<file path="config.mk">
export PLATFORM = sky130hd
export DESIGN_NAME = picoblaze_outreg_bank
export DESIGN_NICKNAME = d
export VERILOG_FILES = /design/src/rtl/picoblaze_io_pkg.sv /design/src/rtl/picoblaze_pulse_timer.sv /design/src/rtl/picoblaze_outreg_bank.sv
export SDC_FILE = /design/constraint.sdc
export NUM_CORES = 1
export LEC_CHECK = 0
export CAP_MARGIN = 20
export CORE_ASPECT_RATIO = 0.9
export CORE_MARGIN = 5
export CORE_UTILIZATION = 30
export CTS_CLUSTER_DIAMETER = 100
export DETAILED_ROUTE_END_ITERATION = 16
export PLACE_DENSITY = 0.53
export SLEW_MARGIN = 20
export SYNTH_ARGS = -nofsm -noshare
export SYNTH_HDL_FRONTEND = slang
export SYNTH_HIERARCHICAL = 1
export SYNTH_SLANG_ARGS = --single-unit
</file>
<file path="constraint.sdc">
create_clock -name clk -period 3.5 [get_ports clk]
set_input_delay 0.35 -clock clk [delete_from_list [all_inputs] [get_ports clk]]
set_output_delay 0.35 -clock clk [all_outputs]
set_load 0.005 [all_outputs]
</file>
<file path="src/rtl/picoblaze_io_pkg.sv">
// Shared PicoBlaze port-bus definitions: port-ID op encoding, the register op ALU
// and parameter legality checks used at elaboration.
package picoblaze_io_pkg;

    typedef enum logic [1:0] {
        OP_WRITE = 2'b00,
        OP_SET   = 2'b01,
        OP_CLR   = 2'b10,
        OP_TGL   = 2'b11
    } op_e;

    function automatic int unsigned clog2(input int unsigned value);
        int unsigned result;
        result = 0;
        while ((32'd1 << result) < value) begin
            result = result + 1;
        end
        return result;
    endfunction

    function automatic logic [7:0] apply_op(input op_e op, input logic [7:0] cur,
                                            input logic [7:0] data);
        logic [7:0] result;
        result = cur;
        case (op)
            OP_WRITE: result = data;
            OP_SET:   result = cur | data;
            OP_CLR:   result = cur & ~data;
            OP_TGL:   result = cur ^ data;
            default:  result = cur;
        endcase
        return result;
    endfunction

    function automatic bit num_regs_legal(input int unsigned num_regs);
        return (num_regs == 2) || (num_regs == 4) || (num_regs == 8) || (num_regs == 16);
    endfunction

    // The op and index fields occupy the low IDX_W+2 bits, so those must be zero in the base.
    function automatic bit base_aligned(input logic [7:0] base, input int unsigned idx_w);
        logic [7:0] mask;
        mask = 8'((32'd1 << (idx_w + 2)) - 32'd1);
        return (base & mask) == 8'h00;
    endfunction

    function automatic bit pulse_cycles_legal(input int unsigned cycles);
        return (cycles >= 1) && (cycles <= 255);
    endfunction

endpackage

</file>
<file path="src/rtl/picoblaze_pulse_timer.sv">
// Reload/decrement counter that flags the last cycle of a pulse-mode register.
module picoblaze_pulse_timer
    import picoblaze_io_pkg::*;
(
    input  logic       clk,
    input  logic       reset,
    input  logic       load,
    input  logic [7:0] load_value,
    output logic       expire
);

    logic [7:0] cnt;

    always_ff @(posedge clk or negedge reset) begin
        if (!reset) begin
            cnt <= '0;
        end else if (load) begin
            cnt <= load_value;
        end else if (cnt != 8'd0) begin
            cnt <= cnt - 8'd1;
        end
    end

    // A reload in the same cycle overrides expiry.
    assign expire = (cnt == 8'd1) && !load;

endmodule

</file>
<file path="src/rtl/picoblaze_outreg_bank.sv">
// Bank of 8-bit PicoBlaze output registers with write/set/clear/toggle aliases,
// optional auto-clearing pulse mode and combinational readback.
module picoblaze_outreg_bank
    import picoblaze_io_pkg::*;
#(
    parameter int unsigned          NUM_REGS     = 4,
    parameter logic [7:0]           BASE_PORT_ID = 8'h40,
    parameter logic [NUM_REGS-1:0]  PULSE_REGS   = '0,
    parameter int unsigned          PULSE_CYCLES = 4,
    parameter logic [7:0]           RESET_VALUE  = 8'h00
) (
    input  logic                  clk,
    input  logic                  reset,
    input  logic [7:0]            port_id,
    input  logic                  write_strobe,
    input  logic [7:0]            out_port,
    output logic [8*NUM_REGS-1:0] regs_out,
    output logic [NUM_REGS-1:0]   reg_written,
    output logic [7:0]            in_port_data,
    output logic                  in_port_hit
);

    localparam int unsigned IDX_W = clog2(NUM_REGS);

    if (!num_regs_legal(NUM_REGS)) begin : g_bad_num_regs
        $error("picoblaze_outreg_bank: NUM_REGS must be 2, 4, 8 or 16");
    end
    if (!base_aligned(BASE_PORT_ID, IDX_W)) begin : g_bad_base
        $error("picoblaze_outreg_bank: BASE_PORT_ID low IDX_W+2 bits must be zero");
    end
    if (!pulse_cycles_legal(PULSE_CYCLES)) begin : g_bad_pulse
        $error("picoblaze_outreg_bank: PULSE_CYCLES must be in 1..255");
    end

    logic             hit;
    logic [IDX_W-1:0] idx;
    op_e              op;

    assign hit = (port_id[7:IDX_W+2] == BASE_PORT_ID[7:IDX_W+2]);
    assign idx = port_id[IDX_W-1:0];
    assign op  = op_e'(port_id[IDX_W+1:IDX_W]);

    for (genvar i = 0; i < NUM_REGS; i++) begin : g_reg
        logic       wr;
        logic       expire;
        logic [7:0] q;
        logic       written_q;

        assign wr = write_strobe && hit && (idx == IDX_W'(i));

        if (PULSE_REGS[i]) begin : g_pulse
            picoblaze_pulse_timer u_timer (
                .clk        (clk),
                .reset      (reset),
                .load       (wr),
                .load_value (8'(PULSE_CYCLES)),
                .expire     (expire)
            );
        end else begin : g_static
            assign expire = 1'b0;
        end

        always_ff @(posedge clk or negedge reset) begin
            if (!reset) begin
                q         <= RESET_VALUE;
                written_q <= 1'b0;
            end else begin
                written_q <= wr;
                if (wr) begin
                    q <= apply_op(op, q, out_port);
                end else if (expire) begin
                    q <= '0;
                end
            end
        end

        assign regs_out[8*i +: 8] = q;
        assign reg_written[i]     = written_q;
    end

    assign in_port_hit  = hit;
    assign in_port_data = hit ? regs_out[{idx, 3'b000} +: 8] : '0;

endmodule
</file>
==> flow_summary.json, run 1 <==
{
  "ys_seq_elements": 36,
  "fin_crit_sh_pct": 80.10,
  "timing.final.hold_violations": 0,
  "die_h_um": 113.5,
  "syn_inst": 279,
  "cts_setup_buffers": 0,
  "maxCapViolations": 0,
  "drtPass1Iterations": 4,
  "grt_max_degree": 37,
  "startpoint_type": "input pin",
  "switching_share_pct": 28.12,
  "crit_type": "in -> out",
  "power.leakage_uw": 0.002105,
  "grtUsageTotal_pct": 11.77,
  "initial_core_util_pct": 30.96,
  "cellPowerDensity_mw_per_mm2": 322.2,
  "switchingPower_uw": 398.7,
  "design_area_mm2": 0.004400,
  "regArea_um2": 900.9,
  "finClkSkew_ns": 0,
  "grt_pass1_vias": 2449,
  "diodes": 0,
  "cts_repair_resize_count": 0,
  "multi_input_area_mm2": 0.002240,
  "core_mm2": 0.01153,
  "setup_slack_ns": 0.6965,
  "syn_area_per_cell_um2": 12.79,
  "dp_hpwl_mm": 5.747,
  "yosysSeqAreaShare_pct": 25.25,
  "grt_pass1_wl_mm": 13.38,
  "port_buffers": 63,
  "cts.sinks": 36,
  "ys.warnings.count": 6,
  "slew_headroom_pct": 41.79,
  "post-place-ws_ns": 0.6392,
  "numCtsBuffers": 5,
  "hold_path.class": "in -> async",
  "drive_gt1_share_pct": 24.26,
  "min_period_ns": 2.804,
  "clk_latency_ns": 0.27,
  "area_growth_pct": 23.32,
  "synth_area_mm2": 0.003568,
  "clk_pin_slew_ns": 0.05,
  "antenna_found_initial": 0,
  "syn_nets": 362,
  "cts_tree": "built",
  "gr-total-overflow": 0,
  "synth_cell_types": 18,
  "h-tree-depth": 2,
  "globalplace.congestion": 0.7332,
  "rsz0062_at_grt": "no",
  "clkPwrFrac_pct": 29.5,
  "drcViolationCount": 0,
  "status": "completed",
  "antenna_left": 0,
  "dr_total_vias": 2256,
  "wirelength_mm": 7.929,
  "dr.first_iter.drc_count": 80,
  "dieArea_mm2": 0.01418,
  "worst_pin_slew_ns": 0.8731,
  "p_int_uw": 1019,
  "placed_area_mm2": 0.004267,
  "nFillCells": 1099,
  "post-route-util_pct": 38.17,
  "critPathArrivalTime_ns": 2.45,
  "ir_drop_uv": 152.0,
  "ctsRootBufferMaster": "clkbuf_16",
  "setup_viol": 0,
  "row_count": 37,
  "die_width_um": 125.0,
  "cts_max_path_buffers": 2,
  "pwr-share-seq_pct": 38.1,
  "wl_per_cell_um": 16.05,
  "final_nets": 421,
  "routed_via_density": 4.567,
  "holdBufCountCts": 0,
  "endpoint_kind": "output pin",
  "setup_tns_ns": 0,
  "max_freq_mhz": 356.7,
  "combPwrFrac_pct": 32.4,
  "cp.required_ns": 3.15,
  "critPathMaxFanout": 11,
  "drv_slew": 0,
  "ioPinCount": 64
}
[path summary, 6_finish.rpt]
check                                               start                         to  slack, ns  cells past startpoint
min in group clk                g_reg[1].q[3]$_DFFE_PN0P_  g_reg[1].q[3]$_DFFE_PN0P_       0.60                      1
worst max-delay path                           port_id[1]            in_port_data[7]       0.70                      4
max in group asynchronous                           reset  g_reg[3].q[7]$_DFFE_PN0P_       2.76                      1
worst min-delay path                                reset  g_reg[1].q[6]$_DFFE_PN0P_       0.18                      1
worst min register to register  g_reg[1].q[3]$_DFFE_PN0P_  g_reg[1].q[3]$_DFFE_PN0P_       0.60                      1
worst max register to register  g_reg[0].q[1]$_DFFE_PN0P_  g_reg[0].q[1]$_DFFE_PN0P_       1.88                      4
[registers in the layout, summed over array words and instances (netlist names)]
name         count
g.written_q      4
g.q             32
[synthesized netlist by cell type (all sizes together)]
master  count  area share (%)
and4        1            0.25
buf        15             4.0
dfrtp      36              25
ha         64              22
inv        76             8.0
mux2       32              11
mux4       40              26
nand2b      1            0.18
nand3       1            0.14
nand4b      2            0.84
nor2        1            0.11
nor2b       9             1.6
nor3b       1            0.53
[critical path: stages]
cell and delay, ns:
clkdlybuf4s50_1 0.92, mux4_2 0.57, nor2b_1 0.14, clkdlybuf4s50_1 0.46
[power groups by stage]
stage | clock [uW] | combinational [uW] | sequential (uW)
3_5_place_dp | 0 | 469 | 547
4_1_cts | 436 | 472 | 541
3_3_place_gp | 0 | 451 | 546
2_1_floorplan | 0 | 283 | 529
6_report | 418 | 460 | 540
5_1_grt | 451 | 525 | 551
[area by class of cell]
type,instances,area share (%)
clock buffer,6,2.929
clock inverter,1,0.1137
inverter,76,6.483
multi-input combinational,152,50.90
sequential,36,20.47
tap,156,4.436
timing repair buffer,67,14.67
[cells by family after synthesis]
kind of cell / Yosys count / share of synthesized area (%)
buffers and inverters: 91 / 11.99
adders and majority gates: 64 / 22.44
and+or+nand+nor: 16 / 3.611
DFF: 36 / 25.25
muxes: 72 / 36.71
[placed cells by master (no fill, tap or decap)]
cell	n
and4_1	1
buf_2	3
buf_4	4
clkbuf_1	1
clkbuf_16	5
clkdlybuf4s50_1	60
clkinv_2	1
dfrtp_1	36
ha_1	64
inv_1	76
mux2_2	25
mux2_4	7
mux4_1	6
mux4_2	34
nand2b_1	1
nand3_1	1
nand4b_2	2
nor2_1	1
nor2b_1	9
nor3b_4	1
[layer usage]
layer | track usage (%) | share of wire, % | vias up
met5 | 0 | 0 | -
met4 | 2.240 | 0.63 | 0
met3 | 2.528 | 3.8 | 4
met2 | 20.85 | 50 | 38
met1 | 14.98 | 46 | 1146
li1 | - | - | 1068
[stage by stage]
step,hold WS (ns),instances,total power [uW]
after CTS,0.2178,494,1449
after global placement,0.5325,487,996.5
after detailed placement,0.5140,487,1016
final,0.1819,494,1418
after floorplan,0.05441,279,811.6
after global routing,0.2556,494,1526
No activity file was read; power rests on OpenSTA's default activity.
==> inputs of run 2 (changes only) <==
- clock period: 3.5 -> 2.9 ns (I/O delays scaled with it)
==> run 2 against run 1 <==
Wire length is 2.3% higher. Combinational power is 23% higher. Sequential share of layout area is 0.29 points lower. Design area is 1.4% higher. Critical path depth is 1 higher. Clock skew stayed put. Non-clock buffer count is 5 higher. Die area stayed put. Clock-buffer cell count is 2 higher. Worst setup slack worse by 0.28 ns. Power is 24% higher. Largest cell class unchanged. Highest routed layer unchanged.
==> flow_summary.json, run 2 (synthesis gave the netlist of run 1 again) <==
{
  "status": "completed",
  "clk_latency_ns": 0.27,
  "min_period_ns": 2.484,
  "drtPass1Iterations": 4,
  "initial_core_util_pct": 30.96,
  "slew_headroom_pct": 43.11,
  "reg2reg_from": "g_reg[1].q[5]$_DFFE_PN0P_",
  "cts_repair_resize_count": 0,
  "wirelength_mm": 8.115,
  "pwr-share-seq_pct": 37.0,
  "cts_tree": "built",
  "cellPowerDensity_mw_per_mm2": 393.9,
  "cts.sinks": 36,
  "holdBufCountCts": 0,
  "numCtsBuffers": 5,
  "dr_total_vias": 2286,
  "startpoint_type": "input pin",
  "antenna_found_initial": 0,
  "wl_per_cell_um": 16.23,
  "dp.cells": 492,
  "ioPinCount": 64,
  "diodes": 0,
  "dp_hpwl_mm": 6.092,
  "drcViolationCount": 0,
  "fin_crit_sh_pct": 85.66,
  "antenna_left": 0,
  "layout.cells.non_filler": 500,
  "port_buffers": 63,
  "max_freq_mhz": 402.6,
  "die_width_um": 125.0,
  "cp.required_ns": 2.61,
  "r2r_cells": 4,
  "cts_max_path_buffers": 2,
  "area_growth_pct": 25.07,
  "worst_pin_slew_ns": 0.8533,
  "ir_drop_uv": 183.2,
  "setup_tns_ns": 0,
  "core_mm2": 0.01153,
  "crit_type": "in -> out",
  "drv_slew": 0,
  "die_h_um": 113.5,
  "setup_viol": 0,
  "clkPwrFrac_pct": 30.8,
  "power.leakage_uw": 0.002137,
  "maxCapViolations": 0,
  "rrSetupSlack_ns": 1.26,
  "clk_pin_slew_ns": 0.06,
  "routed_via_density": 4.572,
  "largest_reg_flops": 32,
  "final_nets": 426,
  "grtUsageTotal_pct": 11.85,
  "combPwrFrac_pct": 32.2,
  "h-tree-depth": 2,
  "cts_setup_buffers": 0,
  "endpoint_kind": "output pin",
  "layout_common_cells": "inv_1 (76), ha_1 (64), clkdlybuf4s50_1 (60)",
  "timing.final.hold_violations": 0,
  "layout_commonest_cell": "inv_1",
  "critPathArrivalTime_ns": 2.19,
  "finClkSkew_ns": 0,
  "rsz0062_at_grt": "no",
  "globalplace.congestion": 0.7391,
  "hold_path.class": "in -> async",
  "grt_max_degree": 37,
  "row_count": 37,
  "top_register": "g.q",
  "switching_share_pct": 27.93,
  "dr.first_iter.drc_count": 122,
  "grt_pass1_wl_mm": 13.54,
  "r2r-end": "g_reg[1].q[5]$_DFFE_PN0P_",
  "nFillCells": 1103,
  "gr-total-overflow": 0,
  "ctsRootBufferMaster": "clkbuf_16",
  "drive_gt1_share_pct": 25.29,
  "p_int_uw": 1267,
  "switchingPower_uw": 490.9,
  "top_regs": "g.q (32), g.written_q (4)",
  "dieArea_mm2": 0.01418,
  "grt_pass1_vias": 2541,
  "critPathMaxFanout": 4
}
run 2: routing by layer:
layer,up-vias,wire length (um),track usage (%)
li1,1079,-,-
met1,1144,3688,14.87
met2,49,3943,20.64
met3,14,346,2.809
met4,0,137,3.107
met5,-,0,0
run 2: power by group through the flow:
stage	sequential [uW]	clock [uW]	combinational [uW]
after global routing	666	578	638
after global placement	660	0	549
after detailed placement	661	0	576
after CTS	652	558	580
after floorplan	638	0	342
final	651	542	565
run 2: critical path, stage by stage:
cell	delay, ns
clkdlybuf4s50_1	0.61
buf_4	0.22
mux4_2	0.49
nor2b_1	0.14
clkdlybuf4s50_1	0.44
run 2: stage by stage:
| stage | area, um^2 | hold slack (ns) | utilization [%] | power (uW) | setup WS (ns) |
|---|---|---|---|---|---|
| 2_1_floorplan | 3568 | -0.005591 | - | 979.5 | 1.358 |
| 3_3_place_gp | 4317 | 0.4624 | 37.45 | 1209 | 0.3885 |
| 3_5_place_dp | 4317 | 0.4532 | 37.45 | 1237 | 0.3798 |
| 4_1_cts | 4463 | 0.1591 | 38.72 | 1790 | 0.3799 |
| 5_1_grt | 4463 | 0.2171 | 38.72 | 1882 | 0.3291 |
| 6_report | 4463 | 0.1211 | 38.72 | 1758 | 0.4159 |
run 2: area by class of cell:
cell class	count	area [um^2]	area share (%)
clock buffers	8	146.4	3.280
inverters	76	285.3	6.392
well taps	156	195.2	4.373
repair buffers	72	695.7	15.59
flip-flops and latches	36	900.9	20.19
multi-input cells	152	2240	50.18
run 2: worst max-delay path by stage:
stage / start / to / slack (ns) / cells past startpoint
after global routing: port_id[0] / in_port_data[6] / 0.33 / 5
after global placement: port_id[0] / in_port_data[4] / 0.39 / 5
after detailed placement: port_id[0] / in_port_data[4] / 0.38 / 5
final: port_id[0] / in_port_data[4] / 0.42 / 5
after floorplan: out_port[7] / g_reg[1].q[7]$_DFFE_PN0P_ / 1.36 / 4
after CTS: port_id[0] / in_port_data[4] / 0.38 / 5
==> inputs of run 3 (changes only) <==
- CAP_MARGIN: 20 -> not set
- CTS_BUF_LIST: not set -> sky130_fd_sc_hd__clkbuf_4 sky130_fd_sc_hd__clkbuf_8
- clock period: 2.9 -> 2.5 ns (I/O delays scaled with it)
==> run 3 against run 2 <==
Power is 6.5% higher. Die area did not move. Hold slack worse by 0.060 ns. Clock skew unchanged. Wire length decreased by 1.6%. Via count fell by 0.22%. Register-to-register slack lost 0.39 ns. Non-clock buffer count rose by 3. Clock power down 14%. Clock-buffer cell count unchanged. Core utilization is essentially flat. Flip-flop and latch count stayed put.
==> flow_summary.json, run 3 (synthesis gave the netlist of run 1 again) <==
{
  "status": "completed",
  "drtPass1Iterations": 4,
  "rsz0062_at_grt": "no",
  "cp.required_ns": 2.25,
  "endpoint_kind": "output pin",
  "nFillCells": 1093,
  "numCtsBuffers": 5,
  "cts_repair_resize_count": 0,
  "clk_latency_ns": 0.28,
  "critPathMaxFanout": 12,
  "power.leakage_uw": 0.002142,
  "ir_drop_uv": 170.2,
  "wl_per_cell_um": 15.87,
  "finClkSkew_ns": 0,
  "die_h_um": 113.5,
  "layout.cells.non_filler": 503,
  "clk_pin_slew_ns": 0.08,
  "final_nets": 429,
  "wirelength_mm": 7.982,
  "cts_tree": "built",
  "ctsRootBufferMaster": "clkbuf_8",
  "drv_slew": 0,
  "ioPinCount": 64,
  "dp_hpwl_mm": 5.892,
  "drive_gt1_share_pct": 26.51,
  "dr.first_iter.drc_count": 70,
  "h-tree-depth": 2,
  "layout_commonest_cell": "inv_1",
  "row_count": 37,
  "setup_viol": 0,
  "cts_setup_buffers": 0,
  "grt_max_degree": 37,
  "maxCapViolations": 0,
  "routed_via_density": 4.535,
  "top_regs": "g.q (32), g.written_q (4)",
  "dieArea_mm2": 0.01418,
  "port_buffers": 63,
  "max_freq_mhz": 435.5,
  "cts_max_path_buffers": 2,
  "startpoint_type": "input pin",
  "top_register": "g.q",
  "cellPowerDensity_mw_per_mm2": 419.8,
  "globalplace.congestion": 0.7321,
  "min_period_ns": 2.296,
  "timing.final.hold_violations": 0,
  "fin_crit_sh_pct": 91.85,
  "initial_core_util_pct": 30.96,
  "core_mm2": 0.01153,
  "rrSetupSlack_ns": 0.87,
  "path_cells": "clkdlybuf4s50_1 -> buf_12 -> mux4_2 -> nor2b_1 -> clkdlybuf4s50_1",
  "dp.cells": 495,
  "largest_reg_flops": 32,
  "hold_path.class": "in -> async",
  "antenna_found_initial": 0,
  "die_width_um": 125.0,
  "dr_total_vias": 2281,
  "critPathSlowestCell": "clkdlybuf4s50_1",
  "worst_pin_slew_ns": 0.8427,
  "gr-total-overflow": 0,
  "cpMostUsedCell": "clkdlybuf4s50_1",
  "crit_type": "in -> out",
  "critPathArrivalTime_ns": 2.05,
  "cts.sinks": 36,
  "slew_headroom_pct": 43.82,
  "layout_common_cells": "inv_1 (76), ha_1 (64), clkdlybuf4s50_1 (60)",
  "holdBufCountCts": 0,
  "grt_pass1_wl_mm": 13.67,
  "drcViolationCount": 0,
  "cpPeakStageDelay_ns": 0.50,
  "setup_tns_ns": 0,
  "grtUsageTotal_pct": 11.98,
  "grt_pass1_vias": 2570,
  "diodes": 0,
  "area_growth_pct": 25.04,
  "antenna_left": 0
}
==> run 3: cell types whose count changed in the layout (fill, tap and decap cells not counted), sizes merged <==
cell | previous run | this run
buf | 12 | 15
==> run 3: path summary, 6_finish.rpt <==
| check | startpoint | endpoint | cells past startpoint |
|---|---|---|---|
| setup reg to reg | g_reg[1].q[7]$_DFFE_PN0P_ | g_reg[1].q[7]$_DFFE_PN0P_ | 4 |
| min in group clk | port_id[2] | g_reg[2].q[2]$_DFFE_PN0P_ | 3 |
| hold reg to reg | g_reg[0].q[3]$_DFFE_PN0P_ | g_reg[0].q[3]$_DFFE_PN0P_ | 1 |
| hold / removal | reset | g_reg[1].q[6]$_DFFE_PN0P_ | 1 |
| setup / recovery | port_id[0] | in_port_data[5] | 5 |
| max in group asynchronous | reset | g_reg[3].q[4]$_DFFE_PN0P_ | 1 |
==> run 3: power by group <==
group | total (uW) | switching, uW | internal (uW)
registers | 750 | 98.7 | 652
clock network | 466 | 219 | 247
logic | 656 | 233 | 423
==> run 3: stage by stage <==
stage	setup slack [ns]	power [uW]	cell area, um^2	hold slack, ns	utilization (%)
after CTS	0.1887	1907	4462	0.1024	38.71
after floorplan	0.9827	1136	3568	-0.04559	-
final	0.2037	1873	4462	0.06087	38.71
after global placement	0.2047	1404	4364	0.4299	37.86
after detailed placement	0.1952	1433	4364	0.4153	37.86
after global routing	0.1352	2023	4462	0.1468	38.71
==> run 3: worst max-delay path: cells and delay by family <==
family / cells / cell delay [ns]
buffers and inverters: 3 / 1.12
and+or+nand+nor: 1 / 0.17
muxes: 1 / 0.49
==> run 3: final cells by class <==
class                           instances  area [um^2]  area share (%)
Multi-Input combinational cell        152         2240           50.20
Sequential cell                        36        900.9           20.19
Timing Repair Buffer                   75        743.2           16.66
Inverter                               76        285.3           6.394
Tap cell                              156        195.2           4.375
Clock buffer                            8        97.59           2.187
==> run 3: per-layer routing <==
layer | vias up | track usage (%) | wire (um)
met5 | - | 0 | 0
met4 | 0 | 3.251 | 153
met3 | 9 | 2.528 | 332
met2 | 46 | 21.35 | 3996
met1 | 1140 | 14.78 | 3500
li1 | 1086 | - | -
